### config.mk
export PLATFORM = sky130hd
export DESIGN_NAME = inst_fetch_unit
export DESIGN_NICKNAME = d
export VERILOG_FILES = /design/src/rtl/fetch_pkg.sv /design/src/rtl/fetch_queue.sv /design/src/rtl/inst_fetch_unit.sv
export SDC_FILE = /design/constraint.sdc
export NUM_CORES = 1
export LEC_CHECK = 0
export BUFFER_PORTS_ARGS = -buffer_cell sky130_fd_sc_hd__buf_2
export CAP_MARGIN = 20
export CORE_MARGIN = 4
export CORE_UTILIZATION = 45
export DETAILED_ROUTE_END_ITERATION = 8
export GPL_TIMING_DRIVEN = 0
export PLACE_DENSITY = 0.67
export SYNTH_ARGS = -nofsm -noshare
export SYNTH_HDL_FRONTEND = slang
export SYNTH_SLANG_ARGS = --single-unit
### constraint.sdc
create_clock -name clk -period 3.4 [get_ports clk]
set_input_delay 0.17 -clock clk [delete_from_list [all_inputs] [get_ports clk]]
set_output_delay 0.17 -clock clk [all_outputs]
set_load 0.005 [all_outputs]
### src/rtl/fetch_pkg.sv
// Types shared between the fetch unit and the ID stage.
package fetch_pkg;

    localparam logic [31:0] RESET_PC_DEFAULT = 32'hBFC0_0000;

    typedef struct packed {
        logic [31:0] inst;
        logic [31:0] pc;
        logic        addr_err;
    } fetch_entry_t;

endpackage

### src/rtl/fetch_queue.sv
// Synchronous FIFO of fetch entries; flush dominates push and pop.
module fetch_queue
    import fetch_pkg::*;
#(
    parameter int DEPTH = 4,
    localparam int AW = $clog2(DEPTH)
) (
    input  logic         clk,
    input  logic         rst,
    input  logic         flush,
    input  logic         push,
    input  fetch_entry_t push_data,
    input  logic         pop,
    output fetch_entry_t head,
    output logic         full,
    output logic         empty,
    output logic [AW:0]  count
);

    fetch_entry_t mem [DEPTH];
    logic [AW-1:0] rd_ptr;
    logic [AW-1:0] wr_ptr;
    logic          do_push;
    logic          do_pop;

    assign empty   = (count == '0);
    assign full    = (count == (AW+1)'(DEPTH));
    assign do_pop  = pop && !empty;
    // A pop frees the slot in the same cycle, so push-when-full is legal alongside it.
    assign do_push = push && (!full || do_pop);
    assign head    = mem[rd_ptr];

    always_ff @(posedge clk) begin
        if (do_push && !flush)
            mem[wr_ptr] <= push_data;
    end

    always_ff @(posedge clk) begin
        if (rst || flush) begin
            rd_ptr <= '0;
            wr_ptr <= '0;
            count  <= '0;
        end else begin
            if (do_push) wr_ptr <= wr_ptr + 1'b1;
            if (do_pop)  rd_ptr <= rd_ptr + 1'b1;
            count <= count + (AW+1)'(do_push) - (AW+1)'(do_pop);
        end
    end

endmodule

### src/rtl/inst_fetch_unit.sv
// Instruction fetch front end: PC generation, credit-limited memory issue,
// stale-response dropping on redirect, and a small queue feeding ID.
module inst_fetch_unit
    import fetch_pkg::*;
#(
    parameter int          QUEUE_DEPTH     = 4,
    parameter int          MAX_OUTSTANDING = 2,
    parameter logic [31:0] RESET_PC        = RESET_PC_DEFAULT
) (
    input  logic        clk,
    input  logic        rst,
    output logic        imem_req,
    output logic [31:0] imem_addr,
    input  logic        imem_gnt,
    input  logic        imem_rvalid,
    input  logic [31:0] imem_rdata,
    input  logic        redirect_valid,
    input  logic [31:0] redirect_pc,
    output logic        id_valid,
    output logic [31:0] id_inst,
    output logic [31:0] id_pc,
    output logic        id_addr_err,
    input  logic        id_ready
);

    localparam int QW = $clog2(QUEUE_DEPTH) + 1;
    localparam int OW = $clog2(MAX_OUTSTANDING + 1);
    localparam int CW = $clog2(QUEUE_DEPTH + MAX_OUTSTANDING + 1) + 1;

    logic [31:0]  fetch_pc;
    logic [31:0]  resp_pc;
    logic [OW-1:0] outstanding;
    logic [OW-1:0] drop_cnt;
    logic          stalled;

    logic [QW-1:0] q_count;
    logic          q_full;
    logic          q_empty;
    logic          q_push;
    fetch_entry_t  q_push_data;
    fetch_entry_t  q_head;

    logic          misaligned;
    logic [CW-1:0] credit_used;
    logic          granted;
    logic          rsp;
    logic          rsp_keep;
    logic          mark_push;

    assign misaligned  = (fetch_pc[1:0] != 2'b00);
    // Slots already promised: queued words plus live (non-dropped) in-flight words.
    assign credit_used = CW'(q_count) + CW'(outstanding) - CW'(drop_cnt);

    assign imem_req  = !rst && !redirect_valid && !stalled && !misaligned
                     && (outstanding < OW'(MAX_OUTSTANDING))
                     && (credit_used < CW'(QUEUE_DEPTH));
    assign imem_addr = fetch_pc;
    assign granted   = imem_req && imem_gnt;

    // Ignore responses with nothing outstanding (leftovers from before reset).
    assign rsp       = imem_rvalid && (outstanding != '0);
    assign rsp_keep  = rsp && (drop_cnt == '0);
    assign mark_push = !redirect_valid && misaligned && !stalled && !q_full
                     && (outstanding == drop_cnt);

    assign q_push = rsp_keep || mark_push;

    always_comb begin
        q_push_data = '0;
        if (rsp_keep) begin
            q_push_data.inst     = imem_rdata;
            q_push_data.pc       = resp_pc;
            q_push_data.addr_err = 1'b0;
        end else begin
            q_push_data.inst     = 32'h0;
            q_push_data.pc       = fetch_pc;
            q_push_data.addr_err = 1'b1;
        end
    end

    always_ff @(posedge clk) begin
        if (rst) begin
            fetch_pc    <= RESET_PC;
            resp_pc     <= RESET_PC;
            outstanding <= '0;
            drop_cnt    <= '0;
            stalled     <= 1'b0;
        end else if (redirect_valid) begin
            fetch_pc    <= redirect_pc;
            resp_pc     <= redirect_pc;
            stalled     <= 1'b0;
            outstanding <= outstanding - OW'(rsp);
            drop_cnt    <= outstanding - OW'(rsp);
        end else begin
            if (granted)  fetch_pc <= fetch_pc + 32'd4;
            if (rsp_keep) resp_pc  <= resp_pc + 32'd4;
            if (rsp && drop_cnt != '0) drop_cnt <= drop_cnt - OW'(1);
            if (mark_push) stalled <= 1'b1;
            outstanding <= outstanding + OW'(granted) - OW'(rsp);
        end
    end

    fetch_queue #(.DEPTH(QUEUE_DEPTH)) u_queue (
        .clk       (clk),
        .rst       (rst),
        .flush     (redirect_valid),
        .push      (q_push),
        .push_data (q_push_data),
        .pop       (id_valid && id_ready),
        .head      (q_head),
        .full      (q_full),
        .empty     (q_empty),
        .count     (q_count)
    );

    assign id_valid    = !q_empty;
    assign id_inst     = q_empty ? 32'h0 : q_head.inst;
    assign id_pc       = q_empty ? 32'h0 : q_head.pc;
    assign id_addr_err = q_empty ? 1'b0  : q_head.addr_err;

endmodule
# ---- Yosys cells after proc, flatten, opt, wreduce, memory -nomap -nowiden
# Memories as Yosys holds them, arrays and structs flattened. A register that Yosys moved wholly into a read port is not among the register bits.
# Index checks and enable logic that the tools add are counted.
dict set report classes {
  n_eq_ne 2
  order_cmp 2
  n_reduce_logical 35
  n_mux 15
  n_addsub 12
}
# op count
set op_table {}
lappend op_table {{$mux 32} 6}
lappend op_table {{$mux 65} 1}
lappend op_table {{$add 32x3->32 const B} 2}
lappend op_table {{$logic_and 1x1->1} 17}
lappend op_table {{$reduce_bool 2->1} 6}
lappend op_table {{$mux 2} 5}
lappend op_table {{$logic_not 1->1} 6}
lappend op_table {{$add 2x1->2 const B} 2}
lappend op_table {{$add 3x2->4} 1}
lappend op_table {{$lt 4x3->1 const B} 1}
lappend op_table {{$sub 2x1->2} 2}
lappend op_table {{$sub 4x2->4} 1}
lappend op_table {{$add 3x1->3} 1}
lappend op_table {{$eq 3x3->1 const B} 1}
lappend op_table {{$logic_not 3->1} 1}
lappend op_table {{$logic_or 1x1->1} 3}
lappend op_table {{$mux 1} 3}
lappend op_table {{$sub 3x1->3} 1}
lappend op_table {{$add 2x1->2} 1}
lappend op_table {{$eq 2x2->1} 1}
lappend op_table {{$logic_not 2->1} 1}
lappend op_table {{$lt 2x2->1 const B} 1}
lappend op_table {{$reduce_or 2->1} 1}
lappend op_table {{$sub 2x1->2 const B} 1}
dict set report word_totals {
  memories 1
  ff_bits 76
  ram_bits 260
  elab_cells 75
}
# memory depth word_bits rd rd_clocked_by_memory_dff write_ports line
set memory_table {}
lappend memory_table {u_queue.mem 4 65 1 1 1 fetch_queue.sv:20} ;# fetch_entry_t mem [DEPTH];

# ---- Logic depth before layout (Yosys ltp)
# Gate-level depths: netlist of the first run.
dict set report logic_depth {
  word_depth 10
  depth_mapped 16
}

# ---- Cells and area by module
# Synthesis of the first run repeated with hierarchy kept, for this count alone.
dict set report hier_totals {
  cells_unflattened 1069
  area_unflattened_um2 14910.6
}
# mod instances seq_area_each_um2 area_each_um2 cells_per_inst
set modules_own_cells {}
lappend modules_own_cells {fetch_queue 1 7987.7 9857.0 388}
lappend modules_own_cells {inst_fetch_unit 1 1381.3 5053.6 681}

# ---- Least setup slack after synthesis of the first run
# No wires, ideal clock.
dict set report synth_path {
  path_kind {register to register}
  from {register drop_cnt[1]}
  to {memory u_queue.mem[0][0] in the netlist's numbering, enable pin}
  arrival_time_ns 3.306
  n_path_buf 0
  path_stages_with_launch 8
  setup_ns 0.430
  synth_period_minus_slack_ns 3.736
  path_slack_ns -0.336
  path_cell_list {dfxtp_1 > inv_1 > ha_1 > or3b_2 > nor4_1 > o2bb2ai_1 > nor2_1 > and2_1}
}
dict set report synth_between {
  elab_chain_len 7
}
# item line
set synth_lines {}
lappend synth_lines {{start, declared} inst_fetch_unit.sv:33} ;# logic [OW-1:0] drop_cnt;
lappend synth_lines {{start signal, assigned} inst_fetch_unit.sv:93} ;# drop_cnt <= outstanding - OW'(rsp);
lappend synth_lines {{start signal, assigned} inst_fetch_unit.sv:97} ;# if (rsp && drop_cnt != '0) drop_cnt <= drop_cnt - OW'(1);
lappend synth_lines {{$eq 2x2->1 / $logic_not 2->1 (equally long branches)} {inst_fetch_unit.sv:64, inst_fetch_unit.sv:62}}
lappend synth_lines {{$logic_and 1x1->1, on equally long branches} {inst_fetch_unit.sv:64, inst_fetch_unit.sv:62}}
lappend synth_lines {{$logic_or 1x1->1 *} inst_fetch_unit.sv:66} ;# assign q_push = rsp_keep || mark_push;
lappend synth_lines {{$logic_and 1x1->1 *} fetch_queue.sv:30} ;# assign do_push = push && (!full || do_pop);
lappend synth_lines {{$logic_and 1x1->1 *} fetch_queue.sv:34} ;# if (do_push && !flush)
lappend synth_lines {{$mux 1 *} fetch_queue.sv:34}
lappend synth_lines {{$mux 1 (not written as such) *} fetch_queue.sv:35} ;# mem[wr_ptr] <= push_data;
lappend synth_lines {{end, declared} fetch_queue.sv:20}
# Every way passes the cells marked *; elsewhere a longest branch is shown, timed or not.

# ---- Final worst setup path of the first run
dict set report layout_path {
  from {register outstanding[1]}
  to {register outstanding[1]}
}
dict set report layout_between {
  elab_chain_len 8
}
# item line
set layout_lines {}
lappend layout_lines {{start, declared} inst_fetch_unit.sv:32} ;# logic [OW-1:0] outstanding;
lappend layout_lines {{start signal, assigned} inst_fetch_unit.sv:92} ;# outstanding <= outstanding - OW'(rsp);
lappend layout_lines {{start signal, assigned} inst_fetch_unit.sv:99} ;# outstanding <= outstanding + OW'(granted) - OW'(rsp);
lappend layout_lines {{$add 3x2->4} inst_fetch_unit.sv:52} ;# assign credit_used = CW'(q_count) + CW'(outstanding) - CW'(drop_cnt);
lappend layout_lines {{$sub 4x2->4} inst_fetch_unit.sv:52}
lappend layout_lines {{$lt 4x3->1} inst_fetch_unit.sv:56} ;# && (credit_used < CW'(QUEUE_DEPTH));
lappend layout_lines {{$logic_and 1x1->1} inst_fetch_unit.sv:56}
lappend layout_lines {{$logic_and 1x1->1} inst_fetch_unit.sv:58} ;# assign granted = imem_req && imem_gnt;
lappend layout_lines {{$add 2x1->2} inst_fetch_unit.sv:99}
lappend layout_lines {{$sub 2x1->2} inst_fetch_unit.sv:99}
lappend layout_lines {{$mux 2 *} inst_fetch_unit.sv:88} ;# end else if (redirect_valid) begin
# Marked as above.
# A chain may end at the register's enable or synchronous reset.

==> Flow_metrics.wiki, run 1 <==
{| class="wikitable"
! Metric !! Value
|-
| Final setup violation count || 0
|-
| Routed vias/inst || roughly 5.6
|-
| TritonCTS clock tree || done
|-
| Final Routed Wirelength || ~37000 um
|-
| Synth Area in Compound Gates || 0.0609
|-
| Share of final-layout standard cells stronger than drive strength 1 || 0.239
|-
| Clock Skews || 14.9 ps
|-
| Number of core rows || 66
|-
| Proportion of netlist area held by the largest area contributor || 0.527
|-
| Area of the placeable core || between 0.03 and 0.04 mm2
|-
| Drt wl/cell || between 20 and 25 um
|-
| Hold path startpoint || redirect_pc[18]
|-
| Final ANT Viol Nets || 0
|-
| Max_cap viols || 0
|-
| Arrival time of the worst setup path || roughly 3700 ps
|-
| Launch instance of the worst register-to-register path || outstanding[1]
|-
| Skew-Pair Late Insertion Delay || 520 ps
|-
| Post-CTS clock slew at the launch and capture registers of the worst setup and hold paths || ~60 ps
|-
| Total instance count after detailed placement || about 1.7k
|-
| Sequential element share of the synthesized area || 0.633
|-
| Die H || around 190 um
|-
| Peak VDD IR || approximately 340 uV
|-
| Total die area || ~0.036 mm2
|-
| Number of cells traversed by the worst register-to-register path || 16
|-
| Endpoint of the worst register-to-register path || outstanding[1]
|-
| Global route total overflow || 0
|-
| Kind of end point of the critical path || register
|-
| Cell count after synthesis || around 1.1k
|-
| Pwr Density || about 660 mW/mm2
|-
| Highest clock frequency the design can meet || slightly above 0.3 GHz
|-
| Shortest clock period the worst path allows after layout || roughly 3300 ps
|-
| Effective utilization at floorplan || 0.455
|-
| Portion of the clock cycle consumed by the worst path in the final layout || 0.962
|-
| Synthesis Warnings || 0
|-
| Share of synthesized area spent on multiplexers || 0.105
|-
| Number of detailed-route iterations in the first pass || 5
|-
| Quantity of I/O buffers inserted on ports || ~170
|-
| DRC || 0
|-
| Simple-gate portion of the synthesized area || 0.138
|-
| Via count of the first global-routing pass || between 9k and 10k
|-
| Maximum number of pins on one net before global-route repair || 54
|-
| Post-Route Hold Slack || between 20 and 30 ps
|-
| Worst Tran Pin Value || about 1100 ps
|-
| Largest area contributor in the netlist || sky130_fd_sc_hd__edfxtp_1
|-
| Horizontal die dimension || approximately 190 um
|-
| Startpoint type of the worst setup path || register
|-
| Global router's overall resource usage || 0.206
|-
| Largest family of logic cells by synthesized area || simple AND/OR/NAND/NOR gates
|-
| Worst setup slack for register-to-register paths || roughly 130 ps
|-
| Crit Path Max Fanout || 6
|-
| Lkg Pwr || roughly 6.4 nW
|-
| Routability cong. || between 0.8 and 0.9
|-
| Count of placed standard cells in the final layout, fillers left out || 1776
|-
| Xor/xnor share of the synthesized area || 0.0219
|-
| Cts bufs inserted || 37
|-
| Post-Synthesis Net Count || around 1.2k
|-
| Number of nets in the layout || 1395
|-
| Run status || complete, no violations
|-
| Global-route wire length before repair || 57700 um
|-
| Unrepaired setup endpoints after global routing || yes
|-
| Total half-perimeter wirelength after legalization and detailed placement || between 20000 and 30000 um
|-
| Commonest register cell after synthesis || sky130_fd_sc_hd__edfxtp_1
|-
| Crit Path Class || register to register
|-
| Class of the tightest hold or removal check || input port to register
|-
| Total via count in the routed design || about 9.9k
|-
| Clk sinks || between 300 and 400
|-
| Average cell area after synthesis || 13.6 um2
|-
| Fraction of registers with async set/reset || 0
|-
| Post-synth cell types || 56
|-
| Synth Register Bits || 338
|-
| DRC violation total after the first TritonRoute iteration || about 970
|-
| Post-CTS setup buffers || 0
|-
| Number of pins with negative max-slew slack in the final report || 0
|-
| Number of primary I/O pins || about 170
|-
| Top cells by area, synth || sky130_fd_sc_hd__edfxtp_1 (53%), sky130_fd_sc_hd__dfxtp_1 (11%), sky130_fd_sc_hd__mux4_2 (9.9%), sky130_fd_sc_hd__nand2_1 (3.5%), sky130_fd_sc_hd__and2_1 (3.3%)
|-
| Terminating pin of the worst hold path || imem_addr[18]
|-
| Number of enable-type register cells in the synthesized netlist || 260
|-
| Area added between synthesis and finish || 18.7%
|-
| Share of synthesized cell area in full adder, half adder and majority cells || 0.0162
|-
| Critical path's slowest cell || sky130_fd_sc_hd__fa_1
|-
| Area of the mapped netlist || 0.0148 mm2
|-
| Number of antenna violations at the first check in global routing || 1
|-
| Required time at the endpoint of the critical path || 3780 ps
|-
| Hold path cells || 3
|-
| Worst path cell trace || buf_6 -> inv_1 -> fa_1 -> inv_1 -> ha_1 -> and3b_1 -> or3_4 -> a21oi_2 -> nand3_1 -> ha_1 -> inv_1 -> ha_1 -> xnor2_1 -> o21ai_1 -> xnor2_1 -> nor2_1
|-
| H-tree Lvls || 2
|-
| Final number of hold-violating endpoints || 0
|-
| CP Launch Point || outstanding[1]
|-
| Number of buffers on the longest clock path || 3
|-
| Max stage delay on crit path || between 500 and 600 ps
|-
| Clock root cell || sky130_fd_sc_hd__clkbuf_16
|-
| Slew headroom || 0.265
|}
[worst max-delay path, delay by kind of cell (launching register included)]
family | cells | cell delay [ps]
AO/OA/AOI/OAI | 2 | 240
XOR/XNOR | 2 | 350
adder cells (fa/ha/maj) | 4 | 1270
buffers and inverters | 4 | 250
flip-flops | 1 | 330
AND/OR/NAND/NOR | 4 | 680
[cell type report]
cell class	instances	area, um2
Fill cell	2818	15000
Sequential cell	338	9370
Multi-Input combinational cell	657	5070
Timing Repair Buffer	183	1050
Clock buffer	49	981
Tap cell	442	553
Buffer	64	290
Clock inverter	15	150
Inverter	26	97.6
Antenna cell	2	5.00
[worst max-delay path by stage]
stage,to,cells past startpoint
6_report,outstanding[1],16
2_1_floorplan,outstanding[1],16
5_1_grt,outstanding[1],16
3_3_place_gp,u_queue.mem[0][17],7
3_5_place_dp,imem_addr[17],12
4_1_cts,outstanding[1],16
[layer usage]
layer / part of all wire / track usage / vias to the layer above
li1: - / - / 4534
met1: 0.44 / 0.297 / 4930
met2: 0.47 / 0.327 / 368
met3: 0.068 / 0.0330 / 66
met4: 0.026 / 0.0568 / 0
met5: 0 / 0 / -
[cell families after synthesis]
| group | after synthesis |
|---|---|
| AOI/OAI and AO/OA | 130 |
| xor gates and xnor gates | 37 |
| adders and majority gates | 18 |
| buffers and inverters | 90 |
| DFF | 338 |
| muxes | 73 |
| and+or+nand+nor | 399 |
[sequential cells by signal (all words and copies together) (netlist names), named ones only]
signal and cells:
drop_cnt 2, imem_addr 32, outstanding 2, resp_pc 32, stalled 1, u_queue.count 3
u_queue.mem 260, u_queue.rd_ptr 2, u_queue.wr_ptr 2
[synthesized netlist by cell type, drive strengths merged (2+ instances only)]
cell type,n
edfxtp,260
nand2,137
and2,79
dfxtp,78
mux4,65
clkbuf,45
and3,43
nor2,41
nand3,33
a21oi,26
inv,26
nand4,26
o21ai,26
xor2,25
buf,19
o21a,18
ha,16
a21boi,15
xnor2,12
nor3,11
nor4,11
a211oi,9
o311a,7
a21o,4
a311oi,4
mux2,4
mux2i,4
o211ai,4
o31ai,4
and4,3
nor2b,3
nor4b,3
o31a,3
a31oi,2
and3b,2
fa,2
or3,2
or4,2
[layout by cell type, fill, tap and decap left out, types with 4 or more instances in the layout]
cell                            netlist  final
sky130_fd_sc_hd__a21boi_0            15     15
sky130_fd_sc_hd__and3_1              43     43
sky130_fd_sc_hd__o21ai_0             26     24
sky130_fd_sc_hd__and2_4               0      4
sky130_fd_sc_hd__nor3_1              11     11
sky130_fd_sc_hd__a311oi_1             4      4
sky130_fd_sc_hd__nand2_1            137    137
sky130_fd_sc_hd__xor2_1              25     25
sky130_fd_sc_hd__nor2_1              40     40
sky130_fd_sc_hd__a21oi_1             26     25
sky130_fd_sc_hd__inv_1               24     24
sky130_fd_sc_hd__a21o_1               4      4
sky130_fd_sc_hd__nand4_1             26     26
sky130_fd_sc_hd__mux2_2               4      4
sky130_fd_sc_hd__buf_6                4      5
sky130_fd_sc_hd__a211oi_1             9      9
sky130_fd_sc_hd__nor4_1               9      9
sky130_fd_sc_hd__o31ai_1              4      4
sky130_fd_sc_hd__clkbuf_16            0     37
sky130_fd_sc_hd__dfxtp_1             78     77
sky130_fd_sc_hd__mux2i_1              4      4
sky130_fd_sc_hd__o211ai_1             4      4
sky130_fd_sc_hd__xnor2_1             12     12
sky130_fd_sc_hd__o21a_1              18     18
sky130_fd_sc_hd__clkinv_1             0      5
sky130_fd_sc_hd__edfxtp_1           260    260
sky130_fd_sc_hd__clkbuf_1            44     53
sky130_fd_sc_hd__ha_1                16     16
sky130_fd_sc_hd__dlygate4sd3_1        0     11
sky130_fd_sc_hd__mux4_2              65     65
sky130_fd_sc_hd__o311a_1              7      7
sky130_fd_sc_hd__buf_1                7      7
sky130_fd_sc_hd__nand3_1             33     33
sky130_fd_sc_hd__and2_1              79     75
sky130_fd_sc_hd__buf_2                8    176
[where the power goes]
| part | internal (W) | switching [W] | leakage [nW] |
|---|---|---|---|
| clock | 0.00219 | 0.00157 | 0.543 |
| combinational | 0.00114 | 0.00167 | 2.84 |
| sequential | 0.00492 | 0.000160 | 3.04 |
[timing repair]
action                     4_1_cts  5_1_grt
hold endpoints to repair        15        0
resized for setup                2        9
cloned                           0        0
hold buffers                    11        0
setup endpoints to repair        8      210
pin swaps                        0        4
[stage by stage]
stage	cell area (um2)	utilization	TNS, ps	setup slack [ps]	total power (W)
6_report	17600	0.540	0	128	0.0116
5_1_grt	17600	0.540	-137	-137	0.0122
4_1_cts	17600	0.539	0	13.6	0.0117
3_5_place_dp	16300	0.501	-157	-43.4	0.00796
3_3_place_gp	16200	0.498	-154800	-621	0.00789
2_1_floorplan	14800	-	0	186	0.00682
Power figures use the tool's default switching activity.
==> run 2, diff against run 1 <==
--- a/config.mk
+++ b/config.mk
@@ -9,6 +9,7 @@
 export CAP_MARGIN = 20
 export CORE_MARGIN = 4
 export CORE_UTILIZATION = 45
+export CTS_BUF_LIST = sky130_fd_sc_hd__clkbuf_4 sky130_fd_sc_hd__clkbuf_8
 export DETAILED_ROUTE_END_ITERATION = 8
 export GPL_TIMING_DRIVEN = 0
 export PLACE_DENSITY = 0.67
==> Flow_metrics.wiki, run 2 (synthesis results as in run 1) <==
{| class="wikitable"
! Metric !! Value
|-
| Class of the tightest hold or removal check || input port to register
|-
| N_diodes || 0 (-2)
|-
| Most common cell after layout, fill and taps aside || sky130_fd_sc_hd__edfxtp_1
|-
| Lkg Pwr || 6.73 nW (+4.8%)
|-
| Global-route wire length before repair || 59700 um (+3.5%)
|-
| Area of the placeable core || 0.0325 mm2 (unchanged)
|-
| Effective utilization at floorplan || 0.455 (unchanged)
|-
| TritonCTS clock tree || done
|-
| Routability cong. || 0.887 (unchanged)
|-
| Shortest clock period the worst path allows after layout || 3310 ps (+37.6 ps)
|-
| Number of core rows || 66 (unchanged)
|-
| Grt met2 use || 0.339 (+0.0120)
|-
| Portion of the clock cycle consumed by the worst path in the final layout || 0.973 (+0.0110)
|-
| Worst path cell trace || buf_6 -> inv_1 -> fa_1 -> inv_2 -> ha_4 -> and3b_1 -> or3_4 -> buf_4 -> a2111o_1 -> buf_6 -> buf_6 -> o311ai_0 -> nand3_1
|-
| Number of primary I/O pins || 169 (unchanged)
|-
| Critical path's slowest cell || sky130_fd_sc_hd__fa_1
|-
| Worst setup slack for register-to-register paths || 90 ps (-40 ps)
|-
| Hold path cells || 4 (+1)
|-
| Global router's overall resource usage || 0.212 (+0.00669)
|-
| Die H || 189 um (unchanged)
|-
| Number of detailed-route iterations in the first pass || 6 (+1)
|-
| Peak VDD IR || 336 uV (-2.2%)
|-
| Maximum number of pins on one net before global-route repair || 54 (unchanged)
|-
| Final Routed Wirelength || 38800 um (+3.7%)
|-
| Number of antenna violations at the first check in global routing || 0 (-1)
|-
| Kind of end point of the critical path || register
|-
| Final number of hold-violating endpoints || 0 (unchanged)
|-
| Global route total overflow || 0 (unchanged)
|-
| Number of nets in the layout || 1474 (+5.7%)
|-
| Clock root cell || sky130_fd_sc_hd__clkbuf_8
|-
| Post-Route Hold Slack || 154 ps (+128 ps)
|-
| Total half-perimeter wirelength after legalization and detailed placement || 25400 um (unchanged)
|-
| Clk sinks || 338 (unchanged)
|-
| Filler Cell Count || 2791 (-0.96%)
|-
| Share of final-layout standard cells stronger than drive strength 1 || 0.259 (+0.0207)
|-
| Cts bufs inserted || 55 (+49%)
|-
| Routed vias/inst || 5.50 (-1.3%)
|-
| Skew-Pair Late Insertion Delay || 610 ps (+90 ps)
|-
| Max_cap viols || 0 (unchanged)
|-
| Required time at the endpoint of the critical path || 3870 ps (+90 ps)
|-
| Most flops, register || u_queue.mem
|-
| Number of cells traversed by the worst register-to-register path || 13 (-3)
|-
| Total via count in the routed design || 10.3k (+4.0%)
|-
| Pwr Density || 632 mW/mm2 (-4.6%)
|-
| Number of pins with negative max-slew slack in the final report || 0 (unchanged)
|-
| H-tree Lvls || 2 (unchanged)
|-
| Horizontal die dimension || 189 um (unchanged)
|-
| Area added between synthesis and finish || 22.6%
|-
| Cell seen most often among critical-path stages || sky130_fd_sc_hd__buf_6
|-
| Total area of multi-input combinational cells || 0.00510 mm2 (+0.57%)
|-
| Max stage delay on crit path || 550 ps (+20 ps)
|-
| Total die area || 0.0359 mm2 (unchanged)
|-
| DRC violation total after the first TritonRoute iteration || 908 (-6.3%)
|-
| CP Launch Point || outstanding[1]
|-
| Clock Skews || 25.6 ps (+10.7 ps)
|-
| Final setup violation count || 0 (unchanged)
|-
| Slew headroom || 0.269 (+0.00431)
|-
| Crit Path Max Fanout || 10 (+4)
|-
| Sequential cell area in the final layout || 0.00937 mm2 (unchanged)
|-
| Quantity of I/O buffers inserted on ports || 167 (unchanged)
|-
| Unrepaired setup endpoints after global routing || yes
|-
| Worst Tran Pin Value || 1090 ps (-6.42 ps)
|-
| Final ANT Viol Nets || 0 (unchanged)
|-
| Largest register FFs || 260 (unchanged)
|-
| Drt wl/cell || 20.7 um (-1.6%)
|-
| Highest-utilization routing layer at the global route stage || met2
|-
| Hold path startpoint || imem_rvalid
|-
| Via count of the first global-routing pass || 10.6k (+5.5%)
|-
| PnR Total Power || 0.0115 W (-1.5%)
|-
| Highest clock frequency the design can meet || 0.302 GHz (-1.1%)
|-
| Crit Path Class || register to register
|-
| Launch instance of the worst register-to-register path || outstanding[1]
|-
| Number of buffers on the longest clock path || 3 (unchanged)
|-
| Startpoint type of the worst setup path || register
|-
| Post-CTS clock slew at the launch and capture registers of the worst setup and hold paths || 60 ps (about the same)
|-
| Met3 track demand over resource in global routing || 0.0363 (+0.00332)
|-
| GR Util met1 || 0.298 (+0.000889)
|-
| Run status || complete, no violations
|-
| Arrival time of the worst setup path || 3780 ps (+130 ps)
|-
| DRC || 0 (unchanged)
|-
| Most frequent cells in the layout || sky130_fd_sc_hd__edfxtp_1 (260), sky130_fd_sc_hd__buf_2 (177), sky130_fd_sc_hd__nand2_1 (137), sky130_fd_sc_hd__dfxtp_1 (77), sky130_fd_sc_hd__and2_1 (75)
|}
run 2: layout make-up:
type	instances	area share
Multi-Input combinational cell	658	0.281
Timing Repair Buffer	243	0.0905
Buffer	64	0.0161
Tap cell	442	0.0305
Clock inverter	18	0.00586
Clock buffer	83	0.0546
Inverter	26	0.00537
Sequential cell	338	0.516
run 2: power by group:
group / internal [W] / total [W] / switching, W / leakage [nW]
combinational: 0.00123 / 0.00293 / 0.00170 / 3.10
sequential: 0.00492 / 0.00508 / 0.000161 / 3.04
clock: 0.00187 / 0.00347 / 0.00160 / 0.590
total: 0.00802 / 0.0115 / 0.00346 / 6.73
run 2: worst paths after layout:
kind,endpoint
hold / removal,resp_pc[4]
setup / recovery,imem_addr[24]
setup reg to reg,imem_addr[24]
hold reg to reg,resp_pc[0]
run 2: layer usage:
metal  vias up  part of all wire
li1       4707                 -
met1      5103              0.43
met2       402              0.47
met3        85             0.066
met4         0             0.032
met5         -                 0
run 2: critical path: cells and delay by family (launching register included):
family | cells | cell delay [ps]
buffers and inverters | 6 | 650
AND/OR/NAND/NOR | 3 | 680
AO/OA/AOI/OAI | 2 | 770
flip-flops | 1 | 330
adder cells (fa/ha/maj) | 2 | 750
run 2: timing repair:
item / in CTS / in global routing
gates cloned: 0 / 1
resized for setup: 2 / 17
endpoints found under the setup margin: 8 / 143
hold buffers: 67 / 0
pin swaps: 0 / 9
hold endpoints to repair: 191 / 0
buffers inserted: 0 / 4
run 2: metrics by stage:
step	setup TNS (ps)	area, um2	util	instances	setup slack, ps
floorplan	0	14800	-	1085	186
global placement	-154800	16200	0.498	1694	-621
detailed placement	-157	16300	0.501	1698	-43.4
CTS	0	18100	0.556	1866	13.2
global route	-116	18200	0.558	1872	-60.6
finish	0	18200	0.558	1872	90.4
